### src/rtl/rv32i_instr_encoder_pkg.sv
// Shared opcode, immediate-range and format definitions for the RV32I instruction encoder.
package rv32i_pkg;

    localparam logic [6:0] OP_R      = 7'b0110011;
    localparam logic [6:0] OP_IMM    = 7'b0010011;
    localparam logic [6:0] OP_LOAD   = 7'b0000011;
    localparam logic [6:0] OP_JALR   = 7'b1100111;
    localparam logic [6:0] OP_STORE  = 7'b0100011;
    localparam logic [6:0] OP_BRANCH = 7'b1100011;
    localparam logic [6:0] OP_LUI    = 7'b0110111;
    localparam logic [6:0] OP_AUIPC  = 7'b0010111;
    localparam logic [6:0] OP_JAL    = 7'b1101111;

    localparam logic [31:0] NOP_INSTR = 32'h00000013;

    localparam int I_IMM_MIN = -2048;
    localparam int I_IMM_MAX = 2047;
    localparam int S_IMM_MIN = -2048;
    localparam int S_IMM_MAX = 2047;
    localparam int B_IMM_MIN = -4096;
    localparam int B_IMM_MAX = 4094;
    localparam int J_IMM_MIN = -1048576;
    localparam int J_IMM_MAX = 1048574;

    typedef enum logic [2:0] {
        FMT_R,
        FMT_I,
        FMT_S,
        FMT_B,
        FMT_U,
        FMT_J,
        FMT_BAD
    } fmt_e;

    function automatic fmt_e fmt_of(input logic [6:0] op);
        fmt_e f;
        case (op)
            OP_R:                      f = FMT_R;
            OP_IMM, OP_LOAD, OP_JALR:  f = FMT_I;
            OP_STORE:                  f = FMT_S;
            OP_BRANCH:                 f = FMT_B;
            OP_LUI, OP_AUIPC:          f = FMT_U;
            OP_JAL:                    f = FMT_J;
            default:                   f = FMT_BAD;
        endcase
        return f;
    endfunction

endpackage

### src/rtl/rv32i_instr_encoder_fifo.sv
// Synchronous FIFO with combinational head read; head data reads as zero while empty.
module rv32i_sync_fifo #(
    parameter int WIDTH = 33,
    parameter int DEPTH = 4
) (
    input  logic                     clk,
    input  logic                     rst_n,
    input  logic                     push_i,
    input  logic [WIDTH-1:0]         wdata_i,
    input  logic                     pop_i,
    output logic [WIDTH-1:0]         rdata_o,
    output logic                     full_o,
    output logic                     empty_o,
    output logic [$clog2(DEPTH):0]   count_o
);

    localparam int AW = $clog2(DEPTH);

    logic [WIDTH-1:0] mem_q [DEPTH];
    logic [AW-1:0]    wr_ptr_q;
    logic [AW-1:0]    rd_ptr_q;
    logic [AW:0]      count_q;
    logic             do_push;
    logic             do_pop;

    assign full_o  = (count_q == (AW+1)'(DEPTH));
    assign empty_o = (count_q == '0);
    assign count_o = count_q;
    assign rdata_o = empty_o ? '0 : mem_q[rd_ptr_q];

    // A push into a full FIFO is only taken when the head leaves in the same cycle.
    assign do_push = push_i && (!full_o || pop_i);
    assign do_pop  = pop_i && !empty_o;

    always_ff @(posedge clk or negedge rst_n) begin
        if (!rst_n) begin
            wr_ptr_q <= '0;
            rd_ptr_q <= '0;
            count_q  <= '0;
        end else begin
            if (do_push) wr_ptr_q <= wr_ptr_q + AW'(1);
            if (do_pop)  rd_ptr_q <= rd_ptr_q + AW'(1);
            case ({do_push, do_pop})
                2'b10:   count_q <= count_q + (AW+1)'(1);
                2'b01:   count_q <= count_q - (AW+1)'(1);
                default: count_q <= count_q;
            endcase
        end
    end

    always_ff @(posedge clk) begin
        if (do_push) mem_q[wr_ptr_q] <= wdata_i;
    end

endmodule

### src/rtl/rv32i_instr_encoder.sv
// RV32I instruction encoder: pack/check stage register feeding an output FIFO.
// Define IMM_RANGE_CHECK_EN to enable immediate range/alignment flagging (out_err, err_count).
module rv32i_instr_encoder
    import rv32i_pkg::*;
#(
    parameter int FIFO_DEPTH = 4,
    parameter int CNT_W      = 16
) (
    input  logic             clk,
    input  logic             rst_n,
    input  logic             in_valid,
    output logic             in_ready,
    input  logic [6:0]       in_opcode,
    input  logic [4:0]       in_rd,
    input  logic [4:0]       in_rs1,
    input  logic [4:0]       in_rs2,
    input  logic [2:0]       in_funct3,
    input  logic [6:0]       in_funct7,
    input  logic [31:0]      in_imm,
    output logic             out_valid,
    input  logic             out_ready,
    output logic [31:0]      out_instr,
    output logic             out_err,
    output logic [CNT_W-1:0] enc_count,
    output logic [CNT_W-1:0] err_count
);

    localparam int CW = $clog2(FIFO_DEPTH) + 1;
`ifdef IMM_RANGE_CHECK_EN
    localparam int FW = 33;
`else
    localparam int FW = 32;
`endif

    fmt_e             fmt;
    logic [31:0]      enc_instr;
    logic             accept;
    logic             stage_vld_q;
    logic [31:0]      stage_instr_q;
    logic [CNT_W-1:0] enc_cnt_q;
    logic [FW-1:0]    fifo_wdata;
    logic [FW-1:0]    fifo_rdata;
    logic             fifo_full;
    logic             fifo_empty;
    logic [CW-1:0]    fifo_count;
    logic [CW:0]      occ;

    assign fmt = fmt_of(in_opcode);

    always_comb begin
        enc_instr = NOP_INSTR;
        case (fmt)
            FMT_R: enc_instr = {in_funct7, in_rs2, in_rs1, in_funct3, in_rd, in_opcode};
            FMT_I: enc_instr = {in_imm[11:0], in_rs1, in_funct3, in_rd, in_opcode};
            FMT_S: enc_instr = {in_imm[11:5], in_rs2, in_rs1, in_funct3, in_imm[4:0], in_opcode};
            FMT_B: enc_instr = {in_imm[12], in_imm[10:5], in_rs2, in_rs1, in_funct3,
                                in_imm[4:1], in_imm[11], in_opcode};
            FMT_U: enc_instr = {in_imm[31:12], in_rd, in_opcode};
            FMT_J: enc_instr = {in_imm[20], in_imm[10:1], in_imm[11], in_imm[19:12],
                                in_rd, in_opcode};
            default: enc_instr = NOP_INSTR;
        endcase
    end

    // Stage and FIFO occupancy together bound acceptance, so the stage can always drain.
    assign occ      = {1'b0, fifo_count} + {{CW{1'b0}}, stage_vld_q};
    assign in_ready = rst_n && !fifo_full && (occ < (CW+1)'(FIFO_DEPTH));
    assign accept   = in_valid && in_ready;

    always_ff @(posedge clk or negedge rst_n) begin
        if (!rst_n) begin
            stage_vld_q <= 1'b0;
            enc_cnt_q   <= '0;
        end else begin
            stage_vld_q <= accept;
            if (accept && (enc_cnt_q != {CNT_W{1'b1}})) enc_cnt_q <= enc_cnt_q + CNT_W'(1);
        end
    end

    always_ff @(posedge clk) begin
        if (accept) stage_instr_q <= enc_instr;
    end

    assign enc_count = enc_cnt_q;

`ifdef IMM_RANGE_CHECK_EN
    logic signed [31:0] imm_s;
    logic               enc_err;
    logic               stage_err_q;
    logic [CNT_W-1:0]   err_cnt_q;

    assign imm_s = in_imm;

    always_comb begin
        enc_err = 1'b0;
        case (fmt)
            FMT_I:   enc_err = (imm_s < I_IMM_MIN) || (imm_s > I_IMM_MAX);
            FMT_S:   enc_err = (imm_s < S_IMM_MIN) || (imm_s > S_IMM_MAX);
            FMT_B:   enc_err = (imm_s < B_IMM_MIN) || (imm_s > B_IMM_MAX) || in_imm[0];
            FMT_U:   enc_err = (in_imm[11:0] != 12'h000);
            FMT_J:   enc_err = (imm_s < J_IMM_MIN) || (imm_s > J_IMM_MAX) || in_imm[0];
            FMT_BAD: enc_err = 1'b1;
            default: enc_err = 1'b0;
        endcase
    end

    always_ff @(posedge clk) begin
        if (accept) stage_err_q <= enc_err;
    end

    // Errors are counted as their word enters the FIFO, one edge after acceptance.
    always_ff @(posedge clk or negedge rst_n) begin
        if (!rst_n) begin
            err_cnt_q <= '0;
        end else if (stage_vld_q && stage_err_q && (err_cnt_q != {CNT_W{1'b1}})) begin
            err_cnt_q <= err_cnt_q + CNT_W'(1);
        end
    end

    assign fifo_wdata = {stage_instr_q, stage_err_q};
    assign out_instr  = fifo_rdata[FW-1:1];
    assign out_err    = fifo_rdata[0];
    assign err_count  = err_cnt_q;
`else
    assign fifo_wdata = stage_instr_q;
    assign out_instr  = fifo_rdata;
    assign out_err    = 1'b0;
    assign err_count  = '0;
`endif

    rv32i_sync_fifo #(
        .WIDTH (FW),
        .DEPTH (FIFO_DEPTH)
    ) u_fifo (
        .clk     (clk),
        .rst_n   (rst_n),
        .push_i  (stage_vld_q),
        .wdata_i (fifo_wdata),
        .pop_i   (out_valid && out_ready),
        .rdata_o (fifo_rdata),
        .full_o  (fifo_full),
        .empty_o (fifo_empty),
        .count_o (fifo_count)
    );

    assign out_valid = !fifo_empty;

endmodule

### config.mk
export PLATFORM = sky130hd
export DESIGN_NAME = rv32i_instr_encoder
export DESIGN_NICKNAME = d
export VERILOG_FILES = /design/src/rtl/rv32i_instr_encoder_pkg.sv /design/src/rtl/rv32i_instr_encoder_fifo.sv /design/src/rtl/rv32i_instr_encoder.sv
export SDC_FILE = /design/constraint.sdc
export NUM_CORES = 1
export LEC_CHECK = 0
export ABC_AREA = 1
export BUFFER_PORTS_ARGS = -buffer_cell sky130_fd_sc_hd__buf_2
export CAP_MARGIN = 20
export CORE_MARGIN = 8
export CORE_UTILIZATION = 25
export DETAILED_ROUTE_END_ITERATION = 8
export PLACE_DENSITY = 0.44
export SETUP_SLACK_MARGIN = 0.2
export SLEW_MARGIN = 20
export SYNTH_ARGS = -nofsm -noshare
export SYNTH_HDL_FRONTEND = slang
export SYNTH_SLANG_ARGS = --single-unit
### constraint.sdc
create_clock -name clk -period 7.52 [get_ports clk]
set_input_delay 0.376 -clock clk [delete_from_list [all_inputs] [get_ports clk]]
set_output_delay 0.376 -clock clk [all_outputs]
set_load 0.01 [all_outputs]
**Yosys cells after proc, flatten, opt, wreduce, memory -nomap -nowiden**

Memory sizes are Yosys's and may differ from the RTL's.
Cells that the tools add are included.

- Register bits after elaboration: 56
- RAM bits: 128
- Word-level logic and storage cells: 53
- Memories kept: 1

- $add $sub $neg: 6
- Order comparisons: 1
- Eq/ne operators: 18
- Multiplexer cells: 6
- Reduce and logical (&&, ||, !) cells: 15

Memory list:

| memory | depth | width | read ports | clocked after memory_dff | wr ports | RTL line | RTL |
|---|---|---|---|---|---|---|---|
| u_fifo.mem_q | 4 | 32 | 1 | 0 | 1 | rv32i_instr_encoder_fifo.sv:19 | `logic [WIDTH-1:0] mem_q [DEPTH];` |

Operators with widths:

| operator | number |
|---|---|
| case mux 32 bit (6 select lines) | 1 |
| two-way mux 32 bit | 1 |
| == test 7 x 6 -> 1 bit, second input constant | 3 |
| == test 7 bit, second input constant | 3 |
| case mux 3 bit (6 select lines) | 1 |
| adder 16 x 1 -> 16 bit, second input constant | 1 |
| != test 16 bit, second input constant | 1 |
| == test 7 x 5 -> 1 bit, second input constant | 2 |
| == test 3 bit, second input constant | 3 |
| == test 7 x 2 -> 1 bit, second input constant | 1 |
| logical AND 1 bit | 7 |
| == test 3 x 2 -> 1 bit, second input constant | 2 |
| zero test 3 bit | 2 |
| case mux 3 bit (2 select lines) | 1 |
| adder 2 x 1 -> 2 bit, second input constant | 2 |
| adder 3 x 1 -> 4 bit | 1 |
| less-than comparator 4 x 3 -> 1 bit, second input constant | 1 |
| adder 3 x 1 -> 3 bit, second input constant | 1 |
| == test 3 x 1 -> 1 bit, second input constant | 1 |
| OR reduction 3 bit | 1 |
| subtractor 3 x 1 -> 3 bit, second input constant | 1 |
| == test 2 x 1 -> 1 bit, second input constant | 1 |
| == test 2 bit, second input constant | 1 |
| zero test 1 bit | 2 |
| 4 further kinds | 5 |

**Logic depth before layout (Yosys ltp)**

Gate-level depths: netlist of the first run.

- Depth after elaboration: 7
- Depth in mapped cells: 18
- Mapped depth without buffers: 17

**By module**

A second synthesis of the first run with hierarchy kept.

- Cell total of the unflattened synthesis: 898
- Area, all modules: 8683.3 µm²

By module, submodules not included:

| module | instances | cells each | area each (µm²) | seq. area each (µm²) |
|---|---|---|---|---|
| rv32i_sync_fifo | 1 | 565 | 5903.2 | 4018.9 |
| rv32i_instr_encoder | 1 | 333 | 2780.2 | 1386.3 |

**Least setup slack after synthesis of the first run**

No wires, ideal clock.

- Kind: flip-flop to flip-flop
- Start point: register u_fifo.count_q[0] (netlist: u_fifo.count_o[0])
- End point: register enc_cnt_q[11] (netlist: enc_count[11])
- Setup time: 0.123 ns
- Arrival: 2.903 ns
- Data required time: 7.397 ns
- Slack: 4.494 ns
- Stages on the path, launching flop included: 8
- Path buffers: 0
- Clock period less this slack: 3.026 ns
- Cell sequence: dfrtp_1 -> inv_1 -> o211ai_1 -> nor2_1 -> nand2_1 -> nor3_1 -> nand3_1 -> xor2_1

- Word-level cells in the longest chain between the ends: 6
- Elaborated cells between the ends (all ways): 8
- Classes of those cells: add/sub: 1; order compare: 1; eq/ne: 1; reduce/logical: 5

RTL lines:

| element | RTL line | RTL |
|---|---|---|
| start: declaration | rv32i_instr_encoder_fifo.sv:22 | `logic [AW:0] count_q;` |
| start signal: assignment | rv32i_instr_encoder_fifo.sv:44 | `2'b10: count_q <= count_q + (AW+1)'(1);` |
| start signal: assignment | rv32i_instr_encoder_fifo.sv:45 | `2'b01: count_q <= count_q - (AW+1)'(1);` |
| start signal: assignment | rv32i_instr_encoder_fifo.sv:46 | `default: count_q <= count_q;` |
| branches (longest 3 deep; another with adder 3 x 1 -> 4 bit) | n/a |  |
| logical AND 1 bit (*) | rv32i_instr_encoder.sv:67 | `assign in_ready = rst_n && !fifo_full && (occ < (CW+1)'(FIFO_DEPTH));` |
| logical AND 1 bit (*) | rv32i_instr_encoder.sv:68 | `assign accept = in_valid && in_ready;` |
| named net accept | rv32i_instr_encoder.sv:37 | `logic accept;` |
| logical AND 1 bit (*) | rv32i_instr_encoder.sv:76 | `if (accept && (enc_cnt_q != {CNT_W{1'b1}})) enc_cnt_q <= enc_cnt_q + CNT_W'(1);` |
| end signal: assignment | rv32i_instr_encoder.sv:76 |  |
| end: declaration | rv32i_instr_encoder.sv:40 | `logic [CNT_W-1:0] enc_cnt_q;` |

Mark *: on every way through the listed nets, which the timed path passes.
A chain may end at the register's enable or synchronous reset.

**Worst setup path in the final report of the first run**

- Start point: input port rst_n
- End point: register enc_cnt_q[11] (netlist: enc_count[11])

- Word-level cells in the longest chain between the ends: 4

RTL lines:

| element | RTL line | RTL |
|---|---|---|
| start: declaration | rv32i_instr_encoder.sv:10 | `input logic rst_n,` |
| logical AND 1 bit (2 in series) | rv32i_instr_encoder.sv:67 |  |
| logical AND 1 bit | rv32i_instr_encoder.sv:68 |  |
| named net accept | rv32i_instr_encoder.sv:37 |  |
| logical AND 1 bit | rv32i_instr_encoder.sv:76 |  |

The timed path passes the listed nets, and every way through them passes these cells.

==> key figures, run 1 <==
Pwr
  • PD cells: 320 mW/mm^2
  • Leakage: 3.97 nW
  • Peak supply drop: 0.198 mV

Floorplanning
  • IO Pins: 135
  • Die Wd: 197 um
  • Chip height: 197 um
  • Initial Util: 25.3%
  • Row cnt: 66
  • Core Region: 0.0324 sq mm
  • Die footprint: 0.0388 sq mm

Clock network
  • Max Root-Sink Buffers: 2
  • Reg clk slew, reported paths: 0.07 ns
  • Clock root buffer: clkbuf_16
  • CTS resizes: 0
  • CTS Buf Count: 17
  • Post-CTS setup buffer count: 0
  • CTS tree: yes
  • Worst-Skew Late Latency: 0.43 ns
  • H-tree depth: 4
  • Clk sinks: 184
  • Cts hold-fix bufs: 1

Setup path
  • WP data required: 7.82 ns
  • CP max stage delay: 0.52 ns
  • CP Max Fanout: 34
  • CP bufs+invs: 3
  • Crit path DAT: 3.51 ns
  • CP startpoint kind: primary input
  • Crit end category: flip-flop
  • Critical Path Slowest Stage Cell: dlygate4sd3_1
  • CP Cell Sequence: dlygate4sd3_1, buf_2, o211ai_1, nor2_4, buf_4, nand2_1, nor3_1, nand3_1, xor2_1
  • Setup CP Type: primary input to flip-flop
  • CP delay by family, top: buffers and inverters

Timing
  • # setup viols final: 0
  • Max Slew Vio Count: 0
  • Clk_skew: 0.0106 ns
  • WHS: 0.312 ns
  • Fmax: 312 MHz
  • Unrepaired setup endpoints after global routing: no
  • Slew headroom: 28.1%
  • Worst-Margin Slew: 1.07 ns
  • Setup TNS Final: 0 ns
  • Final setup margin: 4.31 ns
  • Period minus WS final: 3.21 ns
  • Period Utilization, post-route: 42.7%
  • Final hold violations: 0

Synthesis
  • Ys flop type: edfxtp_1
  • Number of enable flip-flop cells after synthesis: 160
  • Synth unique cells: 31
  • Yosys reg bits: 184
  • YS warnings: 0
  • Area contributors post-synth: edfxtp_1 59%, nor2_1 7.4%, dfrtp_1 7.3%, nand2_1 5.4%, o21ai_0 4.7%
  • Syn_area_per_cell: 10.5 sq um
  • Cell Area, Synth: 0.00819 sq mm
  • Top cells by count, synth: 162 x nor2_1, 160 x edfxtp_1, 117 x nand2_1
  • Most common cell in the netlist: nor2_1
  • Ys async rst share: 13.0%
  • Mapped Cells: 780
  • Post-synth top area share: 58.7%
  • Yosys top cell by area: edfxtp_1
  • Sequential-to-total area share from yosys stat: 66.0%

Global routing
  • Antenna violations before repair: 2
  • Grt ovf: 0
  • GRT Resource Usage Total: 11.7%
  • First-pass GRT wire length: 34400 um
  • Pin count of the biggest net entering global routing: 66
  • Vias in the first global route: 5875

Run
  • MaxCap Viol Count: 0

Placed design
  • HPWL after detailed placement: 14600 um
  • GP Congestion: 0.812
  • Place WS: 4.02 ns
  • I/O Buffers: 117

Layout
  • Fin nets: 971
  • Diode count: 0
  • Layout cells sized above 1: 20.2%
  • Layout filler cell count: 3395
  • Area grow syn2layout: 19.8%

Detailed routing
  • DRT Pass-1 Iters: 5
  • Initial DRC Count: 287
  • Post-DRT Antenna Nets: 0
  • Via-per-instance ratio: 4.19
  • Via Count: 5660
  • DRC viols: 0
  • WL/cell: 16.6 um
  • Final WL: 22400 um

Worst hold path
  • HP Class: primary input to flip-flop

Run status
  • Status: complete, no violations
[power breakdown]
group / switching [W] / internal [W]
Combinational: 0.000700 / 0.000333
Sequential: 0.0000463 / 0.00121
Clock: 0.000415 / 0.000438
Total: 0.00116 / 0.00198
[layout make-up]
class | instances | area, sq um | area share, %
tap | 442 | 553 | 5.64
clock inverter | 14 | 138 | 1.40
sequential | 184 | 5410 | 55.1
clock buffer | 18 | 429 | 4.37
timing repair buffer | 128 | 671 | 6.84
multi-input combinational | 500 | 2370 | 24.2
inverter | 64 | 240 | 2.45
[through the flow]
stage | total power [W] | instance area, sq um | cells | util [%]
global placement | 0.00234 | 9230 | 1317 | 28.5
floorplan | 0.00189 | 8250 | 796 | -
detailed placement | 0.00235 | 9230 | 1317 | 28.5
CTS | 0.00321 | 9810 | 1350 | 30.3
global route | 0.00337 | 9810 | 1350 | 30.3
finish | 0.00314 | 9810 | 1350 | 30.3
[state kept, by name (all words and copies together) (netlist names)]
name             flops
fifo_wdata          32
u_fifo.count_o       3
u_fifo.rd_ptr_q      2
u_fifo.wr_ptr_q      2
stage_vld_q          1
enc_count           16
u_fifo.mem_q       128
[cell usage in the layout, fill, tap and decap left out, types with 10 or more instances in the layout]
cell / instances
buf_4: 10
a21oi_1: 36
clkbuf_16: 17
buf_2: 117
inv_1: 60
xor2_1: 14
o21ai_0: 77
nand3_1: 24
nor3_1: 10
edfxtp_1: 160
dfrtp_1: 23
nor2_1: 156
nand2_1: 117
conb_1: 17
[path summary, 6_finish.rpt]
kind,slack [ns],startpoint,depth (start not counted),endpoint
worst max-delay path,4.31,rst_n,9,enc_count[11]
worst min-delay path,0.31,in_opcode[0],3,fifo_wdata[0]
worst max register to register,4.83,u_fifo.count_o[0],9,u_fifo.count_o[2]
worst min register to register,0.50,fifo_wdata[3],0,u_fifo.mem_q[0][3]
max in group asynchronous,6.59,rst_n,2,u_fifo.rd_ptr_q[0]
min in group asynchronous,0.49,rst_n,2,enc_count[7]
[cell families after synthesis]
| family | after synthesis | share of synthesized area, % |
|---|---|---|
| xor+xnor | 19 | 2.03 |
| other cells | 1 | 0.0458 |
| buf+inv | 112 | 6.26 |
| simple gates | 337 | 17.0 |
| fa+ha+maj | 8 | 1.31 |
| compound gates | 119 | 7.39 |
| flops | 184 | 66.0 |
[per-layer routing]
metal  GRT usage, %  vias to the layer above  wire length [um]
met3           2.42                       28               889
met5              0                        -                23
met1           15.6                     2669             10600
met4           4.40                        4               436
met2           18.6                      150             10500
li1               -                     2809                 -
[tightest hold or removal path, delay by kind of cell]
| family | cells | cell delay (ns) |
|---|---|---|
| buf+inv | 1 | 0.10 |
| simple gates | 2 | 0.14 |
No activity file was read; power rests on OpenSTA's default activity.
==> inputs of run 2 (changes only) <==
--- a/config.mk
+++ b/config.mk
@@ -11,7 +11,7 @@
 export CORE_MARGIN = 8
 export CORE_UTILIZATION = 25
 export DETAILED_ROUTE_END_ITERATION = 8
-export PLACE_DENSITY = 0.44
+export PLACE_DENSITY = 0.45
 export SETUP_SLACK_MARGIN = 0.2
 export SLEW_MARGIN = 20
 export SYNTH_ARGS = -nofsm -noshare
==> constraint.sdc (replaced) <==
create_clock -name clk -period 2.95 [get_ports clk]
set_input_delay 0.1475 -clock clk [delete_from_list [all_inputs] [get_ports clk]]
set_output_delay 0.1475 -clock clk [all_outputs]
set_load 0.01 [all_outputs]
==> run 2 against run 1 <==
  * Count of clock-buffer cells in the layout shrank 1
  * Critical path depth shrank 4
  * Sequential share of layout area shrank 0.69 points
  * Hold slack lost 0.23 ns
  * Routed wire length grew 1.1%
  * Via count grew 1.6%
  * Sequential power grew to 2.6 times the previous value
  * Cell count grew 0.74%
  * Combinational power grew to 2.6 times the previous value
  * Critical path type is now flip-flop to output port
  * Largest cell class unchanged
  * Largest power group unchanged
==> key figures, run 2 (synthesis results as in run 1) <==
Placed design
  • GP Congestion: 0.753
  • Placed Instance Area: 0.00931 sq mm
  • Place WS: 0.292 ns
  • I/O Buffers: 117
  • HPWL after detailed placement: 15100 um

Pwr
  • Leakage: 4.05 nW
  • Clk network pwr share: 28.5%
  • Flop pwr share: 39.6%
  • Psw: 0.00311 W
  • Peak supply drop: 0.426 mV
  • Internal power: 0.00513 W
  • PnR Total Power: 0.00823 W
  • Combinational share of power: 31.9%
  • Net Sw Frac: 37.7%
  • PD cells: 829 mW/mm^2

Clock network
  • Clk sinks: 184
  • CTS Buf Count: 17
  • Reg clk slew, reported paths: 0.09 ns
  • Clock root buffer: clkbuf_16
  • Post-CTS setup buffer count: 0
  • Max Root-Sink Buffers: 2
  • CTS resizes: 0
  • H-tree depth: 4
  • CTS tree: yes
  • Worst-Skew Late Latency: 0.43 ns

Timing
  • Unrepaired setup endpoints after global routing: no
  • Period Utilization, post-route: 83.7%
  • Clk_skew: 0.0208 ns
  • WHS: 0.0834 ns
  • Period minus WS final: 2.47 ns
  • Final hold violations: 0
  • Fmax: 405 MHz
  • Worst-Margin Slew: 0.805 ns
  • # setup viols final: 0
  • Slew headroom: 46.3%
  • Final setup margin: 0.482 ns
  • Setup TNS Final: 0 ns
  • Max Slew Vio Count: 0

Floorplanning
  • Initial Util: 25.3%
  • Die Wd: 197 um
  • Die footprint: 0.0388 sq mm
  • Chip height: 197 um
  • IO Pins: 135
  • Core Region: 0.0324 sq mm
  • Row cnt: 66

Global routing
  • First-pass GRT wire length: 34500 um
  • Pin count of the biggest net entering global routing: 43
  • M3 GR Usage: 1.96%
  • GRT Resource Usage Total: 11.5%
  • Antenna violations before repair: 0
  • GR Util met1: 15.9%
  • Vias in the first global route: 5748
  • GR Util met2: 18.7%
  • Grt ovf: 0
  • GR peak layer: met2

Layout
  • Diode count: 0
  • Area grow syn2layout: 21.3%
  • Fin nets: 981
  • Most used cells in the layout excluding fill and tap cells: 160 x edfxtp_1, 157 x nor2_1, 117 x nand2_1, 117 x buf_2, 77 x o21ai_0
  • Max reg flops: 128
  • Largest Register: u_fifo.mem_q
  • Layout cells sized above 1: 21.1%
  • Commonest non-fill, non-tap cell in the layout: edfxtp_1
  • Post-route cell area: 0.00993 sq mm

Detailed routing
  • Initial DRC Count: 334
  • DRT Pass-1 Iters: 4
  • Post-DRT Antenna Nets: 0
  • WL/cell: 16.7 um
  • Via-per-instance ratio: 4.23
  • Via Count: 5751
  • DRC viols: 0
  • Final WL: 22700 um

Setup path
  • WP data required: 2.80 ns
  • Crit path DAT: 2.32 ns
  • Setup CP Type: flip-flop to output port
  • Critical Path Slowest Stage Cell: dfrtp_2
  • CP startpoint kind: flip-flop
  • R2R depth: 10
  • Crit end category: output port
  • CP Cell Sequence: inv_1, buf_4, o21ai_0, a21oi_1, buf_2
  • CP max stage delay: 0.64 ns
  • CP Max Fanout: 42

Worst hold path
  • HP Class: primary input to flip-flop
  • Hold Crit Depth: 5

Run status
  • Status: complete, no violations

Run
  • MaxCap Viol Count: 0
run 2: stage by stage:
step | std cells | util, %
after floorplan | 796 | -
after global placement | 1327 | 28.8
after detailed placement | 1327 | 28.8
after CTS | 1360 | 30.7
after global routing | 1360 | 30.7
final | 1360 | 30.7
run 2: layer usage:
layer  share of wire (%)  vias to the layer above
met4                0.71                        0
met5                   0                        -
met2                  48                      119
li1                    -                     2835
met3                 3.6                        9
met1                  48                     2788
run 2: layout make-up:
| cell class | count | area, sq um |
|---|---|---|
| clock buffers | 17 | 425 |
| clock inverters | 15 | 190 |
| fillers | 3444 | 22400 |
| inverters | 64 | 240 |
| multi-input cells | 500 | 2360 |
| flip-flops and latches | 184 | 5410 |
| well taps | 442 | 553 |
| repair buffers | 138 | 758 |
run 2: worst paths after layout:
| kind | end | start | slack [ns] |
|---|---|---|---|
| setup reg to reg | u_fifo.count_o[2] | u_fifo.count_o[0] | 0.87 |
| setup / recovery | out_instr[20] | u_fifo.rd_ptr_q[0] | 0.48 |
| hold / removal | fifo_wdata[19] | in_rs1[4] | 0.08 |
| min in group asynchronous | u_fifo.count_o[0] | rst_n | 0.29 |
| max in group asynchronous | u_fifo.rd_ptr_q[0] | rst_n | 2.38 |
| hold reg to reg | u_fifo.count_o[0] | u_fifo.count_o[0] | 0.50 |
run 2: power groups by stage:
| stage | combinational, W | clock [W] | sequential (W) |
|---|---|---|---|
| after floorplan | 0.00159 | 0 | 0.00324 |
| after global placement | 0.00273 | 0 | 0.00331 |
| after detailed placement | 0.00273 | 0 | 0.00332 |
| after CTS | 0.00274 | 0.00242 | 0.00326 |
| after global routing | 0.00296 | 0.00253 | 0.00329 |
| final | 0.00263 | 0.00235 | 0.00326 |
run 2: critical path: cells and delay by family, from the launching register on:
kind	cells	cell delay (ns)
AOI/OAI and AO/OA	2	0.47
DFF	1	0.64
buffers and inverters	3	0.77
run 2: what timing repair did:
action,in CTS,in global routing
setup endpoints to repair,0,0
endpoints found under the hold margin,24,0
hold buffers,1,0
